## config.mk

```make
export PLATFORM = sky130hd
export DESIGN_NAME = uart_rx_sampler
export DESIGN_NICKNAME = d
export VERILOG_FILES = /design/src/rtl/uart_rx_sampler.sv
export SDC_FILE = /design/constraint.sdc
export NUM_CORES = 1
export LEC_CHECK = 0
export ABC_AREA = 1
export BUFFER_PORTS_ARGS = -buffer_cell sky130_fd_sc_hd__buf_2
export CORE_AREA = 2 2 69 85
export DETAILED_ROUTE_END_ITERATION = 12
export DIE_AREA = 0 0 71 87
export PLACE_DENSITY_LB_ADDON = 0.3
export REMOVE_ABC_BUFFERS = 1
export SYNTH_ARGS = -nofsm -noshare
export SYNTH_HDL_FRONTEND = slang
export SYNTH_SLANG_ARGS = --single-unit
```

## constraint.sdc

```tcl
create_clock -name clk -period 3.51 [get_ports clk]
set_input_delay 0.1755 -clock clk [delete_from_list [all_inputs] [get_ports clk]]
set_output_delay 0.1755 -clock clk [all_outputs]
set_load 0.03 [all_outputs]
```

## src/rtl/uart_rx_sampler.sv

```systemverilog
// rtl/uart_rx_sampler.sv - UART receiver with oversampled majority vote and valid/ready byte output
// Optional even-parity bit between data and stop is enabled by defining UART_RX_PARITY_EN.
module uart_rx_sampler #(
  parameter int CLOCK_RATE    = 50000000,
  parameter int BAUD_RATE     = 115200,
  parameter int RX_OVERSAMPLE = 16
) (
  input  logic       clk,
  input  logic       reset_n,
  input  logic       i_Rx_Data,
  input  logic       i_Rx_Ready,
  output logic       o_Rx_Valid,
  output logic [7:0] o_Rx_Byte,
  output logic       o_Frame_Err,
  output logic       o_Overrun
);

  localparam int DIV_RAW = CLOCK_RATE / (BAUD_RATE * RX_OVERSAMPLE);
  localparam int DIV     = (DIV_RAW < 1) ? 1 : DIV_RAW;
  localparam int DW      = (DIV > 1) ? $clog2(DIV) : 1;
  localparam int SW      = $clog2(RX_OVERSAMPLE);
  localparam int M       = RX_OVERSAMPLE / 2;

  localparam logic [DW-1:0] DIV_LAST = DW'(DIV - 1);
  localparam logic [SW-1:0] CNT_A    = SW'(M - 1);
  localparam logic [SW-1:0] CNT_B    = SW'(M);
  localparam logic [SW-1:0] CNT_RES  = SW'(M + 1);
  localparam logic [SW-1:0] CNT_LAST = SW'(RX_OVERSAMPLE - 1);

  typedef enum logic [2:0] {S_IDLE, S_START, S_DATA, S_PARITY, S_STOP} state_t;

  state_t          r_state, w_next;
  logic            r_sync1, r_sync2;
  logic            w_rx;
  logic [DW-1:0]   r_div_cnt;
  logic            w_tick;
  logic [SW-1:0]   r_smp_cnt;
  logic            r_s0, r_s1;
  logic            w_maj, w_res, w_bit_end;
  logic [2:0]      r_bit_idx;
  logic [7:0]      r_shift;
  logic            r_armed;
  logic            w_restart, w_done, w_ferr, w_clr_arm;
  logic            w_par_bad;
  logic            r_valid, r_ferr, r_ovr;
  logic [7:0]      r_byte;

  assign w_rx      = r_sync2;
  assign w_tick    = (r_div_cnt == DIV_LAST);
  assign w_maj     = (r_s0 & r_s1) | (r_s0 & w_rx) | (r_s1 & w_rx);
  assign w_res     = w_tick && (r_smp_cnt == CNT_RES);
  assign w_bit_end = w_tick && (r_smp_cnt == CNT_LAST);

  always_ff @(posedge clk or negedge reset_n) begin
    if (!reset_n) begin
      r_sync1 <= 1'b1;
      r_sync2 <= 1'b1;
    end else begin
      r_sync1 <= i_Rx_Data;
      r_sync2 <= r_sync1;
    end
  end

  always_ff @(posedge clk or negedge reset_n) begin
    if (!reset_n) r_state <= S_IDLE;
    else          r_state <= w_next;
  end

  // STOP leaves at its resolve point so the next start edge is never missed
  always_comb begin
    w_next    = r_state;
    w_restart = 1'b0;
    w_done    = 1'b0;
    w_ferr    = 1'b0;
    w_clr_arm = 1'b0;
    case (r_state)
      S_IDLE: begin
        if (r_armed && !w_rx) begin
          w_next    = S_START;
          w_restart = 1'b1;
        end
      end
      S_START: begin
        if (w_res && w_maj)  w_next = S_IDLE;
        else if (w_bit_end)  w_next = S_DATA;
      end
      S_DATA: begin
`ifdef UART_RX_PARITY_EN
        if (w_bit_end && r_bit_idx == 3'd7) w_next = S_PARITY;
`else
        if (w_bit_end && r_bit_idx == 3'd7) w_next = S_STOP;
`endif
      end
      S_PARITY: begin
        if (w_bit_end) w_next = S_STOP;
      end
      S_STOP: begin
        if (w_res) begin
          w_next = S_IDLE;
          if (!w_maj) begin
            w_ferr    = 1'b1;
            w_clr_arm = 1'b1;
          end else if (w_par_bad) begin
            w_ferr = 1'b1;
          end else begin
            w_done = 1'b1;
          end
        end
      end
      default: w_next = S_IDLE;
    endcase
  end

`ifdef UART_RX_PARITY_EN
  logic r_par_bad;
  assign w_par_bad = r_par_bad;
  always_ff @(posedge clk or negedge reset_n) begin
    if (!reset_n)                          r_par_bad <= 1'b0;
    else if (r_state == S_PARITY && w_res) r_par_bad <= w_maj ^ (^r_shift);
  end
`else
  assign w_par_bad = 1'b0;
`endif

  always_ff @(posedge clk or negedge reset_n) begin
    if (!reset_n) begin
      r_div_cnt <= '0;
      r_smp_cnt <= '0;
      r_s0      <= 1'b1;
      r_s1      <= 1'b1;
      r_bit_idx <= '0;
      r_shift   <= '0;
      r_armed   <= 1'b1;
    end else begin
      if (w_restart || w_tick) r_div_cnt <= '0;
      else                     r_div_cnt <= r_div_cnt + 1'b1;

      if (r_state == S_IDLE) r_smp_cnt <= '0;
      else if (w_tick)       r_smp_cnt <= (r_smp_cnt == CNT_LAST) ? '0 : r_smp_cnt + 1'b1;

      if (w_tick && r_smp_cnt == CNT_A) r_s0 <= w_rx;
      if (w_tick && r_smp_cnt == CNT_B) r_s1 <= w_rx;

      if (r_state != S_DATA) r_bit_idx <= '0;
      else if (w_bit_end)    r_bit_idx <= r_bit_idx + 1'b1;

      if (r_state == S_DATA && w_res) r_shift[r_bit_idx] <= w_maj;

      // a low stop bit (framing error or break) must see idle high before re-arming
      if (w_clr_arm)                       r_armed <= 1'b0;
      else if (r_state == S_IDLE && w_rx)  r_armed <= 1'b1;
    end
  end

  always_ff @(posedge clk or negedge reset_n) begin
    if (!reset_n) begin
      r_valid <= 1'b0;
      r_byte  <= '0;
      r_ferr  <= 1'b0;
      r_ovr   <= 1'b0;
    end else begin
      r_ferr <= w_ferr;
      r_ovr  <= 1'b0;
      if (w_done) begin
        if (!r_valid || i_Rx_Ready) begin
          r_byte  <= r_shift;
          r_valid <= 1'b1;
        end else begin
          r_ovr <= 1'b1;
        end
      end else if (r_valid && i_Rx_Ready) begin
        r_valid <= 1'b0;
      end
    end
  end

  assign o_Rx_Valid  = r_valid;
  assign o_Rx_Byte   = r_byte;
  assign o_Frame_Err = r_ferr;
  assign o_Overrun   = r_ovr;

endmodule
```

==> flow_summary.json <==
{
  "clkPwrFrac": 0.328,
  "cts_buffers": 5,
  "end_kind": "flip-flop",
  "r2r_start": "r_sync2",
  "r2r_slack_ns": 1.75,
  "regToRegEndpoint": "o_Rx_Byte[1]",
  "antenna_found_initial": 0,
  "clock_latency_ns": 0.29,
  "die_width_um": 71,
  "finalCritPeriodShare": 0.501,
  "skew_ns": 0.00629,
  "critPathMaxFanout": 15,
  "seqPwrFrac": 0.463,
  "dr.pass1.iters": 4,
  "syn_area_um2": 1880,
  "pin_count": 15,
  "tightest_slew_ns": 0.831,
  "cp-start-kind": "flip-flop",
  "ctsLongestPathBuffers": 2,
  "antennaDiodeCount": 0,
  "synthDistinctLibCells": 24,
  "synth_common_cells": "nand2_1 (51), dfrtp_1 (34), inv_1 (31)",
  "powerDensity_nw_per_um2": 546,
  "clkSlewWorstSetupHoldPaths_ns": 0.08,
  "routed_wl_um": 3120,
  "status": "finished, violations left",
  "grt_max_degree": 40,
  "tns_ns": 0,
  "cp.required_ns": 3.69,
  "floorplan.initialDensity": 0.345,
  "num_vias": 1349,
  "max_cap_violations": 0,
  "reg2reg_depth": 7,
  "drt_iter0_drc": 59,
  "power.total_uw": 1170,
  "cts_sinks": 39,
  "yosys_warnings": 0,
  "overflow": 0,
  "areaGrowthSynthToFinish_pct": 13.9,
  "path_class": "flip-flop to flip-flop",
  "synthArstFlopShare": 1.00,
  "num_rows": 30,
  "syn_inst": 211,
  "cts_setup_buffers": 0,
  "total_leakage_power_uw": 0.00107,
  "fin_nets": 242,
  "dp_hpwl_um": 2280,
  "synth-edff-count": 0,
  "p_comb_frac": 0.208,
  "place_congestion": 0.890,
  "finalSetupViolCount": 0,
  "grt_use_total": 0.117,
  "ys_seq_elements": 39,
  "grt_pass1_wl_um": 5710,
  "p_int_uw": 810,
  "timing.critical_path.mode_cell": "nand2_4",
  "antenna_left": 0,
  "rsz0062_at_grt": "false",
  "synth_most_common_cell": "nand2_1",
  "final_cell_count_no_fill": 296,
  "ys.flop_type": "dfrtp_1",
  "fmax_mhz": 569,
  "routed_via_density": 4.56,
  "synthTopCellsByArea": "dfrtp_1 (45%), nand2_1 (10%), dfstp_2 (7.0%), inv_1 (6.2%), ha_1 (4.7%)",
  "cts_tree": "built",
  "maxSlewViolCount": 0,
  "seq_area_frac_synth": 0.523,
  "p_sw_frac": 0.307,
  "vdd_ir_drop_max_uv": 267,
  "violations": "negative hold slack",
  "portBuffers": 14,
  "layout-drive-gt1-share": 0.181,
  "holdWs_ns": -0.0191,
  "synth.top_cell.area_share": 0.453,
  "arrival_ns": 1.94,
  "p_sw_uw": 359,
  "crit_path_top_delay_cell": "dfstp_2",
  "yosys.area.top_type": "dfrtp_1",
  "hold_viol_final": 29,
  "dieArea_um2": 6180,
  "slowest_delay_ns": 0.53,
  "drc_errors": 0,
  "slew_headroom": 0.446,
  "cts_max_level": 2,
  "cp_cell_sequence": "inv_1 > a21oi_2 > nand2_4 > nor2_4 > nand2_4 > nand2_1 > o21ai_2",
  "hold_class": "primary input to async pin",
  "drt-wirelength-per-cell_um": 10.5,
  "dp_cells": 287,
  "synth.avg_cell_area_um2": 8.90,
  "root_buffer": "clkbuf_8",
  "coreArea_um2": 5440,
  "die_h_um": 87,
  "min_period_ns": 1.76,
  "grt_pass1_vias": 1295
}
-- per-layer routing --
metal,up-vias,GRT usage,wire [um]
li1,715,-,-
met1,604,0.144,1480
met2,24,0.189,1450
met3,6,0.0359,110
met4,0,0.0549,76
met5,-,0,0
-- kinds of logic (layout without fill, tap and decap cells) --
family                     Yosys count  in the layout  share of synthesized area
xor gates and xnor gates             4              4                     0.0187
AOI/OAI and AO/OA                   26             26                     0.0839
adders and majority gates            7              7                     0.0466
buffers and inverters               33             54                     0.0706
DFF                                 39             39                      0.523
and+or+nand+nor                    102            102                      0.257
-- worst max-delay path: cells and delay by family, from the launching register on --
family / cells / cell delay (ns)
AOI/OAI and AO/OA: 2 / 0.52
buffers and inverters: 1 / 0.08
DFF: 1 / 0.53
and+or+nand+nor: 4 / 0.51
-- area by class of cell --
class | instances | area (um2)
flip-flops and latches | 39 | 982
clock inverters | 2 | 35.0
clock buffers | 6 | 82.6
well taps | 64 | 80.1
repair buffers | 15 | 80.1
multi-input cells | 139 | 763
inverters | 31 | 116
fillers | 524 | 3300
-- worst max-delay path by stage --
stage                  from            to  slack [ns]  cells past startpoint
3_3_place_gp        r_sync2  o_Rx_Byte[2]        1.74                      7
2_1_floorplan       r_sync2  o_Rx_Byte[0]        1.96                      7
6_report            r_sync2  o_Rx_Byte[1]        1.75                      7
3_5_place_dp        r_sync2  o_Rx_Byte[0]        1.73                      7
5_1_grt        r_div_cnt[0]    r_state[1]        1.53                     11
4_1_cts             r_sync2  o_Rx_Byte[4]        1.73                      7
-- flip-flops by register name, summed over array words and instances (netlist names), 3 cells and up --
signal,flops
r_shift,8
o_Rx_Byte,8
r_bit_idx,3
r_smp_cnt,4
r_state,3
r_div_cnt,5
-- per-stage QoR --
stage | setup WS, ns | utilization | cell area, um2 | hold slack, ns
2_1_floorplan | 1.96 | - | 1860 | -0.120
3_3_place_gp | 1.74 | 0.370 | 2010 | 0.282
3_5_place_dp | 1.73 | 0.370 | 2010 | 0.285
4_1_cts | 1.73 | 0.393 | 2140 | 0.0225
5_1_grt | 1.53 | 0.393 | 2140 | 0.0498
6_report | 1.75 | 0.393 | 2140 | -0.0191
-- cells in the final DEF (no fill, tap or decap), types with 5 or more instances in the layout --
cell,netlist,layout
o21ai_0,16,16
nand2_1,51,51
nor2_1,13,13
dfrtp_1,34,34
clkbuf_8,0,6
o21ai_2,6,6
ha_1,7,7
buf_2,1,14
nand3_1,17,17
dfstp_2,5,5
nor3_1,8,8
inv_1,31,31
-- what timing repair did --
action                    CTS  global route
hold buffers                1             0
resized for setup           0             0
hold endpoints to repair    1             0
-- power by group through the flow --
stage | logic (uW) | clock network, uW | registers, uW
after floorplan | 196 | 0 | 540
after CTS | 248 | 399 | 541
after global routing | 287 | 420 | 549
after detailed placement | 246 | 0 | 550
final | 244 | 383 | 541
after global placement | 243 | 0 | 549
(Power assumes the default switching activity.)
